[src/rtl/fb_pkg.sv]
// Shared definitions for the overlay frame-buffer writer.
//   FB_VGA_WIDTH / FB_VGA_HEIGHT : default visible resolution
//   FB_*_W                       : field widths for address, coordinates and colour
//   fb_state_t                   : rectangle writer FSM state encoding
package fb_pkg;

  localparam int FB_VGA_WIDTH  = 640;
  localparam int FB_VGA_HEIGHT = 480;

  localparam int FB_ADDR_W  = 19;
  localparam int FB_X_W     = 10;
  localparam int FB_Y_W     = 9;
  localparam int FB_COLOR_W = 2;
  localparam int FB_DATA_W  = 24;

  // One extra bit so x+w and y+h cannot wrap.
  localparam int FB_XS_W = FB_X_W + 1;
  localparam int FB_YS_W = FB_Y_W + 1;

  typedef enum logic [1:0] {
    ST_IDLE   = 2'd0,
    ST_SETUP  = 2'd1,
    ST_DRAW   = 2'd2,
    ST_FINISH = 2'd3
  } fb_state_t;

endpackage

[src/rtl/fb_rect_writer.sv]
// Command-driven rectangle / full-screen filler for the 2-bit overlay frame
// buffer. One command at a time; the rectangle is clipped to the visible area
// and written one pixel per clock, row-major, at addr = y*VGA_WIDTH + x.
//
// state  | meaning
// -------+--------------------------------------------------------------
// IDLE   | CMD_READY=1, waiting for CMD_VALID; captures the command
// SETUP  | clip to screen, decide empty/non-empty, preload first write
// DRAW   | one WRITE_EN per cycle, stepping column then row
// FINISH | one-cycle DONE pulse, then back to IDLE
//
// Ports:
//   WRITE_CLK, RESET                  clock, synchronous active-high reset
//   CMD_VALID/CMD_READY               command handshake
//   CMD_CLEAR, CMD_X/Y/W/H, CMD_COLOR command fields
//   WRITE_EN/WRITE_ADDR/WRITE_DATA    frame-buffer write port (registered)
//   BUSY, DONE                        status (registered)
module fb_rect_writer
  import fb_pkg::*;
#(
  parameter int VGA_WIDTH  = FB_VGA_WIDTH,
  parameter int VGA_HEIGHT = FB_VGA_HEIGHT
) (
  input  logic                  WRITE_CLK,
  input  logic                  RESET,
  input  logic                  CMD_VALID,
  output logic                  CMD_READY,
  input  logic                  CMD_CLEAR,
  input  logic [FB_X_W-1:0]     CMD_X,
  input  logic [FB_Y_W-1:0]     CMD_Y,
  input  logic [FB_X_W-1:0]     CMD_W,
  input  logic [FB_Y_W-1:0]     CMD_H,
  input  logic [FB_COLOR_W-1:0] CMD_COLOR,
  output logic                  WRITE_EN,
  output logic [FB_ADDR_W-1:0]  WRITE_ADDR,
  output logic [FB_DATA_W-1:0]  WRITE_DATA,
  output logic                  BUSY,
  output logic                  DONE
);

  localparam logic [FB_XS_W-1:0]   X_LIM    = FB_XS_W'(VGA_WIDTH);
  localparam logic [FB_YS_W-1:0]   Y_LIM    = FB_YS_W'(VGA_HEIGHT);
  localparam logic [FB_ADDR_W-1:0] ROW_STEP = FB_ADDR_W'(VGA_WIDTH);

  fb_state_t state, state_n;

  logic                  cap_clear, cap_clear_n;
  logic [FB_X_W-1:0]     cap_x, cap_x_n, cap_w, cap_w_n;
  logic [FB_Y_W-1:0]     cap_y, cap_y_n, cap_h, cap_h_n;
  logic [FB_COLOR_W-1:0] cap_color, cap_color_n;

  logic [FB_X_W-1:0]     x0, x0_n, col, col_n;
  logic [FB_XS_W-1:0]    x1, x1_n;
  logic [FB_YS_W-1:0]    y1, y1_n;
  logic [FB_Y_W-1:0]     row, row_n;
  logic [FB_ADDR_W-1:0]  row_base, row_base_n;

  logic                  ready_r, ready_n, busy_r, busy_n, done_r, done_n;
  logic                  we_r, we_n;
  logic [FB_ADDR_W-1:0]  addr_r, addr_n;
  logic [FB_COLOR_W-1:0] color_r, color_n;

  // Clip terms, only meaningful in SETUP.
  logic [FB_XS_W-1:0]   sum_x, end_x;
  logic [FB_YS_W-1:0]   sum_y, end_y;
  logic [FB_X_W-1:0]    start_x;
  logic [FB_Y_W-1:0]    start_y;
  logic [FB_ADDR_W-1:0] start_base;
  logic                 empty;
  logic                 col_last, row_last;

  always_comb begin
    sum_x   = {1'b0, cap_x} + {1'b0, cap_w};
    sum_y   = {1'b0, cap_y} + {1'b0, cap_h};
    start_x = cap_clear ? '0 : cap_x;
    start_y = cap_clear ? '0 : cap_y;
    end_x   = (cap_clear || sum_x > X_LIM) ? X_LIM : sum_x;
    end_y   = (cap_clear || sum_y > Y_LIM) ? Y_LIM : sum_y;
    empty   = !cap_clear && (cap_w == '0 || cap_h == '0 ||
                             {1'b0, cap_x} >= X_LIM || {1'b0, cap_y} >= Y_LIM);
    // Constant multiply, used once per command; DRAW only adds ROW_STEP.
    start_base = {{(FB_ADDR_W-FB_Y_W){1'b0}}, start_y} * ROW_STEP;
    col_last   = ({1'b0, col} == x1 - 1'b1);
    row_last   = ({1'b0, row} == y1 - 1'b1);
  end

  always_comb begin
    state_n     = state;
    cap_clear_n = cap_clear;
    cap_x_n     = cap_x;
    cap_y_n     = cap_y;
    cap_w_n     = cap_w;
    cap_h_n     = cap_h;
    cap_color_n = cap_color;
    x0_n        = x0;
    x1_n        = x1;
    y1_n        = y1;
    col_n       = col;
    row_n       = row;
    row_base_n  = row_base;
    ready_n     = ready_r;
    busy_n      = busy_r;
    done_n      = 1'b0;
    we_n        = 1'b0;
    addr_n      = addr_r;
    color_n     = color_r;

    case (state)
      ST_IDLE: begin
        if (CMD_VALID) begin
          cap_clear_n = CMD_CLEAR;
          cap_x_n     = CMD_X;
          cap_y_n     = CMD_Y;
          cap_w_n     = CMD_W;
          cap_h_n     = CMD_H;
          cap_color_n = CMD_COLOR;
          ready_n     = 1'b0;
          busy_n      = 1'b1;
          state_n     = ST_SETUP;
        end
      end
      ST_SETUP: begin
        if (empty) begin
          done_n  = 1'b1;
          state_n = ST_FINISH;
        end else begin
          x0_n       = start_x;
          x1_n       = end_x;
          y1_n       = end_y;
          col_n      = start_x;
          row_n      = start_y;
          row_base_n = start_base;
          // First pixel is presented in the very first DRAW cycle.
          we_n       = 1'b1;
          addr_n     = start_base + {{(FB_ADDR_W-FB_X_W){1'b0}}, start_x};
          color_n    = cap_color;
          state_n    = ST_DRAW;
        end
      end
      ST_DRAW: begin
        if (col_last && row_last) begin
          done_n  = 1'b1;
          state_n = ST_FINISH;
        end else if (col_last) begin
          we_n       = 1'b1;
          col_n      = x0;
          row_n      = row + 1'b1;
          row_base_n = row_base + ROW_STEP;
          addr_n     = row_base + ROW_STEP + {{(FB_ADDR_W-FB_X_W){1'b0}}, x0};
        end else begin
          we_n   = 1'b1;
          col_n  = col + 1'b1;
          addr_n = addr_r + 1'b1;
        end
      end
      ST_FINISH: begin
        ready_n = 1'b1;
        busy_n  = 1'b0;
        state_n = ST_IDLE;
      end
      default: begin
        ready_n = 1'b1;
        busy_n  = 1'b0;
        state_n = ST_IDLE;
      end
    endcase
  end

  always_ff @(posedge WRITE_CLK) begin
    if (RESET) begin
      state     <= ST_IDLE;
      cap_clear <= 1'b0;
      cap_x     <= '0;
      cap_y     <= '0;
      cap_w     <= '0;
      cap_h     <= '0;
      cap_color <= '0;
      x0        <= '0;
      x1        <= '0;
      y1        <= '0;
      col       <= '0;
      row       <= '0;
      row_base  <= '0;
      ready_r   <= 1'b1;
      busy_r    <= 1'b0;
      done_r    <= 1'b0;
      we_r      <= 1'b0;
      addr_r    <= '0;
      color_r   <= '0;
    end else begin
      state     <= state_n;
      cap_clear <= cap_clear_n;
      cap_x     <= cap_x_n;
      cap_y     <= cap_y_n;
      cap_w     <= cap_w_n;
      cap_h     <= cap_h_n;
      cap_color <= cap_color_n;
      x0        <= x0_n;
      x1        <= x1_n;
      y1        <= y1_n;
      col       <= col_n;
      row       <= row_n;
      row_base  <= row_base_n;
      ready_r   <= ready_n;
      busy_r    <= busy_n;
      done_r    <= done_n;
      we_r      <= we_n;
      addr_r    <= addr_n;
      color_r   <= color_n;
    end
  end

  assign CMD_READY  = ready_r;
  assign BUSY       = busy_r;
  assign DONE       = done_r;
  assign WRITE_EN   = we_r;
  assign WRITE_ADDR = addr_r;
  assign WRITE_DATA = {{(FB_DATA_W-FB_COLOR_W){1'b0}}, color_r};

endmodule

[config.mk]
export PLATFORM = sky130hd
export DESIGN_NAME = fb_rect_writer
export DESIGN_NICKNAME = d
export VERILOG_FILES = /design/src/rtl/fb_pkg.sv /design/src/rtl/fb_rect_writer.sv
export SDC_FILE = /design/constraint.sdc
export NUM_CORES = 1
export LEC_CHECK = 0
export ABC_AREA = 1
export BUFFER_PORTS_ARGS = -buffer_cell sky130_fd_sc_hd__buf_2
export CORE_MARGIN = 2
export CORE_UTILIZATION = 35
export CTS_CLUSTER_SIZE = 10
export DETAILED_ROUTE_END_ITERATION = 12
export HOLD_SLACK_MARGIN = 0.05
export SLEW_MARGIN = 20
export SYNTH_ARGS = -nofsm -noshare
export SYNTH_HDL_FRONTEND = slang
export SYNTH_SLANG_ARGS = --single-unit
[constraint.sdc]
create_clock -name WRITE_CLK -period 3.9 [get_ports WRITE_CLK]
set_input_delay 0.195 -clock WRITE_CLK [delete_from_list [all_inputs] [get_ports WRITE_CLK]]
set_output_delay 0.195 -clock WRITE_CLK [all_outputs]
set_load 0.02 [all_outputs]
# Word-level counts from Yosys, hierarchy flattened
# Cells that the tools add are included.
# W data, S select, Z words.
dict set report op_classes {
  add_sub_neg 10
  mul 1
  order_cmp 4
  n_eq_ne 10
  mux 34
  bitwise_logic 1
  reduce_logical 19
}
# op count
set ops {}
lappend ops {{$mux W19} 6}
lappend ops {{$pmux W19 S2} 2}
lappend ops {{$mux W10} 5}
lappend ops {{$add A19 B10 Y19} 2}
lappend ops {{$mux W9} 4}
lappend ops {{$pmux W10 S2} 1}
lappend ops {{$add A19 B1 Y19 const B} 1}
lappend ops {{$add A19 B10 Y19 const B} 1}
lappend ops {{$pmux W9 S2} 1}
lappend ops {{$mul A9 B3 Y12 const B} 1}
lappend ops {{$add A10 B10 Y11} 1}
lappend ops {{$eq A10 B11 Y1} 1}
lappend ops {{$gt A11 B10 Y1 const B} 1}
lappend ops {{$mux W11} 1}
lappend ops {{$sub A11 B1 Y11 const B} 1}
lappend ops {{$add A10 B1 Y10 const B} 1}
lappend ops {{$add A9 B9 Y10} 1}
lappend ops {{$eq A9 B10 Y1} 1}
lappend ops {{$ge A10 B10 Y1 const B} 1}
lappend ops {{$gt A10 B9 Y1 const B} 1}
lappend ops {{$logic_not A10 Y1} 1}
lappend ops {{$ne A2 B2 Y1 const B} 5}
lappend ops {{$sub A10 B1 Y10 const B} 1}
lappend ops {{$add A9 B1 Y9 const B} 1}
lappend ops {{17 further kinds} 37}
dict set report totals {
  reg_bits 137
  output_inout_bits 47
  wordCells 98
}

# Longest topological paths before layout
# Gate-level depths: netlist (run 1).
dict set report depth {
  depth_word 7
  mapped_depth 23
  ltp_nobuf 23
}

# Worst setup path before layout (run 1)
# No wires, ideal clock.
dict set report synth_path {
  path_kind {flip-flop to flip-flop}
  startpoint {register cap_clear}
  endpoint {register addr_r[17], in the netlist WRITE_ADDR[17]}
  arrival_time_ns 2.571
  setup_slack_ns 1.217
  path_stages_with_launch 19
  path_buffers 1
  period_less_slack_ns 2.683
  path_cell_list {dfxtp_1 -> inv_1 -> buf_2 -> nand2_1 -> nor2_1 -> nor2_1 -> ha_1 -> fa_1 -> nand2_1 -> nor2_1 -> nand2_1 -> nor2_1 -> nand2_1 -> nor2_1 -> nand3b_1 -> nand3_1 -> nand4_1 -> nor2_1 -> nor2_1}
}
dict set report synth_between {
  elab_chain_len 5
  word_cells_on_any_way 10
  cone_classes {1 x add/sub; 1 x mul; 1 x eq/ne; 4 x mux; 3 x reduce/logical}
}
# element line_no
set synth_rtl {}
lappend synth_rtl {{start: declaration} fb_rect_writer.sv:47} ;# logic cap_clear, cap_clear_n;
lappend synth_rtl {{start signal: assignment} fb_rect_writer.sv:192} ;# cap_clear <= cap_clear_n;
lappend synth_rtl {{$mux W9} fb_rect_writer.sv:76} ;# start_y = cap_clear ? '0 : cap_y;
lappend synth_rtl {{$mul A9 B3 Y12} fb_rect_writer.sv:82} ;# start_base = {{(FB_ADDR_W-FB_Y_W){1'b0}}, start_y} * ROW_STEP;
lappend synth_rtl {{$add A19 B10 Y19} fb_rect_writer.sv:135} ;# addr_n = start_base + {{(FB_ADDR_W-FB_X_W){1'b0}}, start_x};
lappend synth_rtl {{$mux W19} fb_rect_writer.sv:123} ;# if (empty) begin
lappend synth_rtl {{$pmux W19 S2} fb_rect_writer.sv:108} ;# case (state)
lappend synth_rtl {{end signal: assignment} fb_rect_writer.sv:208} ;# addr_r <= addr_n;
lappend synth_rtl {{end: declaration} fb_rect_writer.sv:60} ;# logic [FB_ADDR_W-1:0] addr_r, addr_n;
# Several ways; a longest one is shown, not always the timed one. The select of a mux whose other input is x is not followed.
# A chain may end at the register's enable or synchronous reset.

# Worst setup path after layout (run 1)
# Ends and elaborated chain as after synthesis.

==> results.cfg, run 1 <==
[setup_path]
timing_worst_setup_path_type = reg -> reg
required_ps = 4220
cp-end-kind = flop
arrival_ps = 3550
start_kind = flop
path_max_fanout = 19
reg2reg_slack_ps = 670

[power_and_ir_drop]
finalPower_mw = 8.670
peakVddDrop_mv = 0.2911
power.density_nw_per_um2 = 792.3
p_leak_nw = 5.318

[finish]
fin_util_pct = 40.72
antennaDiodeCount = 0
final_nets = 1712
stdcell_count = 1972
design_area_um2 = 10940
drive_gt1_share_pct = 8.155
areaGrowthSynthToFinish_pct = 14.66

[yosys]
synth_cells = 1553
ys_seq_area_share_pct = 27.27
ys_types = 40
ys_warn_count = 0
synthFlopType = dfxtp_1
syn_avg_cell_area_um2 = 6.146
ys_seq_elements = 130
synth_top_area_share_pct = 27.27
yosysMostFrequentCell = nand2_1
ys_top_cells_by_area = dfxtp_1 27%, nand2_1 16%, nor2_1 10%
synth_edf_count = 0
synth_top_area_cell = dfxtp_1
async_flop_share_pct = 0
synth_top_cells_by_count = 413 x nand2_1, 254 x nor2_1, 160 x inv_1, 130 x dfxtp_1, 104 x nand3_1
syn_area_um2 = 9544

[placed_design]
dp_cells = 1913
placed_cell_area_um2 = 10060
gp_congestion = 0.9070
hpwl_um = 19950
place_ws_ps = 755.3
port_buffers = 68

[die]
num_rows = 60
die_w_um = 169.1
coreArea_um2 = 26880
io_pins = 91
start_util_pct = 35.51
die_h_um = 169.1
die_area_um2 = 28610

[clocking]
cts_root_buf = clkbuf_16
postCtsSetupRepairBufs = 0
cts_tree = built
cts_max_level = 4
clkLatencyLatePin_ps = 430
clkSinkCount = 130
clk_pin_slew_ps = 60
clockBufferDepth = 2
cts_made_buffers = 17

[sta]
setup_tns_ps = 0
setup_viol = 0
skew_ps = 9.375
min_period_ps = 3229
rsz0062_at_grt = no
maxSlewViolCount = 0
hold_viol = 0
period_share_pct = 82.79
hold_ws_ps = 54.40
setup_slack_ps = 671.2
tightest_slew_ps = 1024
max_slew_margin_pct = 31.65
timing.fmax_ghz = 0.3097

[detailed_routing]
ant_nets = 0
drt_first_iter_violations = 766
drc = 0
wl_per_cell_um = 13.63
dr.pass1.iters = 5
viasPerCell = 4.891
vias = 9645
wirelength_um = 26880

[flow_run]
maxCapViolCount = 0

[status]
status = complete, no violations

[grt]
grt_pass1_vias = 8794
grt_max_degree = 81
grt.overflow.total = 0
antenna_found_initial = 0
grt_usage_pct = 19.15
grt_pass1_wl_um = 44460

[worst_hold_path]
min_path_type = in -> reg
## cells in the final DEF, fill, tap and decap left out, types with 47 or more instances in the layout
master and count:
inv_1 159, xor2_1 47, buf_2 68, dfxtp_1 130, o21ai_0 98, a21oi_1 82
nand3_1 104, ha_1 47, nand2_1 413, nor2_1 254
## layout make-up
cell class	instances	area [um^2]
Multi-Input combinational cell	1201	5997
Clock inverter	13	176.4
Tap cell	341	426.7
Clock buffer	19	432.9
Inverter	164	616.8
Timing Repair Buffer	104	690.7
Sequential cell	130	2603
Fill cell	2899	15930
## timing repair
item / 4_1_cts / 5_1_grt
hold buffers: 27 / 0
gates resized for setup: 0 / 0
endpoints found under the hold margin: 27 / 0
## final timing paths
kind / start / to / depth (start not counted)
setup / recovery: cap_clear / WRITE_ADDR[17] / 16
hold / removal: CMD_W[0] / cap_w[0] / 3
setup reg to reg: cap_clear / WRITE_ADDR[17] / 16
hold reg to reg: x1[10] / x1[10] / 2
## critical path, cell delays in order (launching register included)
cell      delay [ps]
dfxtp_1          590
inv_1            110
buf_4            220
nand2_1          100
nor2_1            60
ha_1             230
fa_1             440
nand3_1           90
nand2_1           60
xor2_1           380
nand2_1          130
nor2_1           170
nand3b_1         100
nand3_1           80
nand4_1          150
nor2_1           160
nor2_1            50
## cell families after synthesis
kind of cell / Yosys count / share of synthesized area [%]
buf+inv: 244 / 10.76
compound gates: 207 / 11.44
flops: 130 / 27.27
simple gates: 856 / 37.59
xor+xnor: 65 / 6.109
fa+ha+maj: 50 / 6.791
other cells: 1 / 0.03929
## power by group
group	internal (mW)	switching, mW	leakage, nW	total (mW)
clock	1.02	0.677	0.292	1.70
sequential	1.76	0.480	1.07	2.24
combinational	1.64	3.09	3.96	4.73
total	4.43	4.24	5.32	8.67
## state kept, by name (all words and copies together), names as in the netlist, 9 cells and up
register / flops
y1: 10
cap_x: 10
cap_h: 9
cap_y: 9
WRITE_ADDR: 19
row_base: 12
col: 10
x0: 10
cap_w: 10
x1: 11
row: 9
## routing by layer
metal  up-vias  track usage (%)  share of wire, %
met5         -                0                 0
met4         0            5.203               1.6
met3        26            2.962               5.8
met2       257            29.53                43
met1      4321            27.72                50
li1       5041                -                 -
No activity file was read; power rests on OpenSTA's default activity.
==> run 2, diff against run 1 <==
clock period = 2.95 ns   (was 3.9 ns; I/O delays follow)
==> results.cfg, run 2 (synthesis results as in run 1) <==
[detailed_routing]
drt_first_iter_violations = 617
wl_per_cell_um = 13.46
drc = 0
dr.pass1.iters = 5
vias = 9712
ant_nets = 0
viasPerCell = 4.863
wirelength_um = 26880

[grt]
grt_usage_pct = 19.08
grt_pass1_wl_um = 44370
grt.overflow.total = 0
antenna_found_initial = 0
grt_pass1_vias = 8924
grt_max_degree = 59

[worst_hold_path]
hold_depth = 3
min_path_type = in -> reg

[sta]
maxSlewViolCount = 0
period_share_pct = 91.24
skew_ps = 12.98
timing.fmax_ghz = 0.3715
setup_viol = 0
tightest_slew_ps = 970.5
hold_viol = 0
min_period_ps = 2692
max_slew_margin_pct = 35.23

[placed_design]
gp_congestion = 0.8851
hpwl_um = 19950
port_buffers = 68
placed_cell_area_um2 = 10170

[status]
status = complete, no violations

[setup_path]
arrival_ps = 3020
required_ps = 3280
timing_worst_setup_path_type = reg -> reg
cp-end-kind = flop
start_kind = flop
rr_worst_depth = 17
path_max_fanout = 10

[die]
die_w_um = 169.1
num_rows = 60
die_h_um = 169.1
start_util_pct = 35.51
coreArea_um2 = 26880
io_pins = 91
die_area_um2 = 28610

[clocking]
clkLatencyLatePin_ps = 430
cts_tree = built
clkSinkCount = 130
cts_max_level = 4
cts_root_buf = clkbuf_16
clk_pin_slew_ps = 60
cts_made_buffers = 17
clockBufferDepth = 2

[finish]
design_area_um2 = 11160
fin_util_pct = 41.52
largest_reg_flops = 19
fillers = 2888
final_nets = 1737
antennaDiodeCount = 0
final_cell_mix = 413 x nand2_1, 248 x nor2_1, 159 x inv_1
layout_commonest_cell = nand2_1
areaGrowthSynthToFinish_pct = 16.91
drive_gt1_share_pct = 9.601

[power_and_ir_drop]
peakVddDrop_mv = 0.4513
power.density_nw_per_um2 = 1025
finalPower_mw = 11.44
p_leak_nw = 5.417

[flow_run]
maxCapViolCount = 0
-- run 2: worst max-delay path, stage by stage, from the launching register on --
cell,delay (ps)
dfxtp_2,340
buf_6,140
nor2_1,230
ha_1,280
ha_1,390
nand2_1,90
inv_1,90
nand4_1,140
nand3_1,110
nand2_1,60
nand2_1,130
inv_1,70
nand4_1,100
nor2_1,50
o21ai_0,160
nand3_1,90
nand2_1,100
inv_1,40
-- run 2: area by class of cell --
class,count,area (um^2),share of cell area (%)
Clock buffer,18,429.2,3.846
Timing Repair Buffer,129,909.6,8.152
Sequential cell,130,2606,23.36
Tap cell,341,426.7,3.824
Multi-Input combinational cell,1201,6028,54.03
Inverter,164,615.6,5.517
Clock inverter,14,142.6,1.278
-- run 2: repair_timing --
action / CTS / global route
hold endpoints to repair: 37 / 0
resized for setup: 0 / 13
hold buffers: 38 / 0
endpoints found under the setup margin: 0 / 5
setup buffers: 0 / 0
-- run 2: where the power goes --
group | leakage (nW) | total [mW] | switching [mW] | internal (mW)
logic | 4.07 | 6.37 | 4.10 | 2.27
registers | 1.07 | 2.98 | 0.640 | 2.34
clock network | 0.276 | 2.09 | 0.908 | 1.18
-- run 2: final timing paths --
check | start | to | slack [ps]
worst max-delay path | cap_clear | WRITE_ADDR[18] | 260
worst max register to register | cap_clear | WRITE_ADDR[18] | 260
worst min-delay path | CMD_X[6] | cap_x[6] | 70
worst min register to register | y1[9] | y1[9] | 470
-- run 2: metrics by stage --
step / cells / setup TNS (ps) / setup WS [ps] / hold slack (ps)
floorplan: 1575 / 0 / 267.3 / 314.2
global placement: 1927 / 0 / 257.2 / 398.5
detailed placement: 1927 / 0 / 170.7 / 402.5
CTS: 1997 / 0 / 147.2 / 63.25
global route: 1997 / -3.268 / -3.268 / 72.16
finish: 1997 / 0 / 258.3 / 70.73
-- run 2: per-layer routing --
metal	GRT usage [%]	part of all wire, %
met1	26.76	49
met2	30.31	43
met3	3.242	6.0
met4	5.054	1.3
met5	0	0
==> run 3, diff against run 2 <==
ABC_AREA = not set   (was 1)
==> results.cfg, run 3 <==
[die]
io_pins = 91
die_h_um = 165.5
coreArea_um2 = 25840
num_rows = 59
die_area_um2 = 27390
die_w_um = 165.5
start_util_pct = 35.33

[detailed_routing]
drc = 0
viasPerCell = 5.316
wirelength_um = 27020
drt_first_iter_violations = 673
vias = 9005
ant_nets = 0
wl_per_cell_um = 15.95
dr.pass1.iters = 5

[setup_path]
timing.critical_path.cells = or4_4, or4_4, mux2i_1, mux2i_1, o2111a_2, a211o_4, buf_6, or3_1, a21oi_2
cpPeakStageDelay_ps = 580
worstReg2RegEnd = row_base[7]
rr_worst_depth = 9
cp-end-kind = flop
reg2reg_slack_ps = -60
timing.rr.start = y1[5]
required_ps = 3310
arrival_ps = 3370
timing_worst_setup_path_type = reg -> reg
start_kind = flop
worst_path_max_delay_cell = or4_4
path_max_fanout = 7

[grt]
grt_max_degree = 90
grt.overflow.total = 0
grt_pass1_wl_um = 43550
antenna_found_initial = 0
grt_usage_pct = 19.98
grt_pass1_vias = 8361

[sta]
min_period_ps = 3013
setup_tns_ps = -607.6
timing.fmax_ghz = 0.3319
period_share_pct = 102.1
setup_viol = 25
skew_ps = 9.315
setup_slack_ps = -62.82
tightest_slew_ps = 756.4
max_slew_margin_pct = 49.45
maxSlewViolCount = 0
hold_viol = 0
hold_ws_ps = 245.2
rsz0062_at_grt = yes

[finish]
fin_util_pct = 45.10
final_cell_mix = 158 x nand2_1, 123 x a21oi_1, 119 x dfxtp_1
areaGrowthSynthToFinish_pct = 27.66
layout_commonest_cell = nand2_1
largest_reg_flops = 19
drive_gt1_share_pct = 21.80
final_nets = 1439
design_area_um2 = 11650

[yosys]
synth_top_area_share_pct = 28.51
synth_edf_count = 0
ys_types = 76
synth_top_area_cell = dfxtp_1
ys_warn_count = 0
syn_avg_cell_area_um2 = 7.763
ys_seq_area_share_pct = 28.51
ys_top_cells_by_area = dfxtp_1 29%, a21oi_1 7.0%, nand2_1 6.5%
synthFlopType = dfxtp_1
synth_top_cells_by_count = 159 x nand2_1, 130 x dfxtp_1, 127 x a21oi_1, 88 x nor2_1, 58 x clkbuf_1
yosysMostFrequentCell = nand2_1
ys_seq_elements = 130
async_flop_share_pct = 0
syn_area_um2 = 9129
synth_cells = 1176

[placed_design]
gp_congestion = 0.8306
placed_cell_area_um2 = 10350
port_buffers = 68
hpwl_um = 19260

[worst_hold_path]
min_from = CMD_VALID
hold_depth = 4
min_path_type = in -> reg
hold_end = state[1]

[clocking]
clkSinkCount = 130
cts_made_buffers = 17
clk_pin_slew_ps = 60
clkLatencyLatePin_ps = 430
cts_root_buf = clkbuf_16
cts_tree = built
cts_max_level = 4
clockBufferDepth = 2

[status]
violations = negative setup slack
status = finished, violations left

[power_and_ir_drop]
finalPower_mw = 10.28
peakVddDrop_mv = 0.4451
p_leak_nw = 4.910
power.density_nw_per_um2 = 882.0

[flow_run]
maxCapViolCount = 0
run 3: cell types whose count changed after synthesis, sizes merged, moves of 17 or more:
cell    previous run  this run
o21ai            101        55
nor2b              0        17
nor2             262        88
and3               1        23
a21oi             82       128
nand2            415       159
mux2i              0        19
clkbuf            33        58
inv              164        28
nand3            108        33
xnor2             17        53
run 3: logic make-up after synthesis:
logic type	Yosys count	share of synthesized area, %
DFF	130	28.51
other	1	0.04108
and+or+nand+nor	434	22.70
adders and majority gates	51	7.209
xor gates and xnor gates	93	8.923
muxes	28	3.194
buffers and inverters	122	6.318
AOI/OAI and AO/OA	317	23.11
run 3: cell type report:
cell class	count	area (um^2)
clock buffer	18	429.2
clock inverter	14	108.9
multi-input combinational	946	6242
inverter	29	108.9
fill	2574	14180
tap	335	419.2
antenna	1	2.502
timing repair buffer	221	1719
sequential	130	2624
run 3: stage by stage:
stage | setup WS, ps | instances
2_1_floorplan | 0.9206 | 1198
3_3_place_gp | -155.4 | 1610
3_5_place_dp | -200.4 | 1610
4_1_cts | -29.30 | 1686
5_1_grt | -137.3 | 1693
6_report | -62.82 | 1694
run 3: timing repair:
action,4_1_cts,5_1_grt
buffers inserted,3,5
endpoints found under the setup margin,40,64
hold buffers,41,0
cloned,1,2
endpoints found under the hold margin,41,0
resized for setup,19,53
pin swaps,8,25
run 3: worst max-delay path: cells and delay by family, from the launching register on:
family	cells	cell delay [ps]
AOI/OAI and AO/OA	3	720
buffers and inverters	1	140
DFF	1	320
and+or+nand+nor	3	1460
muxes	2	290
run 3: worst max-delay path by stage:
stage               start            to  cells after the start
floorplan           x1[0]  row_base[11]                     10
global placement    x1[0]        col[0]                     13
detailed placement  x1[0]        col[0]                     13
CTS                 x1[4]        row[0]                      9
global route        y1[5]        col[6]                     12
finish              y1[5]   row_base[7]                      9
run 3: report_power, final:
part	leakage [nW]	internal, mW	switching [mW]
clock	0.255	1.08	0.888
combinational	3.59	2.54	3.00
sequential	1.07	2.20	0.569
run 3: per-layer routing:
metal | GRT usage, % | vias to the layer above | routed length, um
li1 | - | 4524 | -
met5 | 0 | - | 0
met3 | 2.972 | 26 | 1362
met1 | 28.70 | 4206 | 13340
met4 | 5.290 | 0 | 347
met2 | 31.12 | 249 | 11980
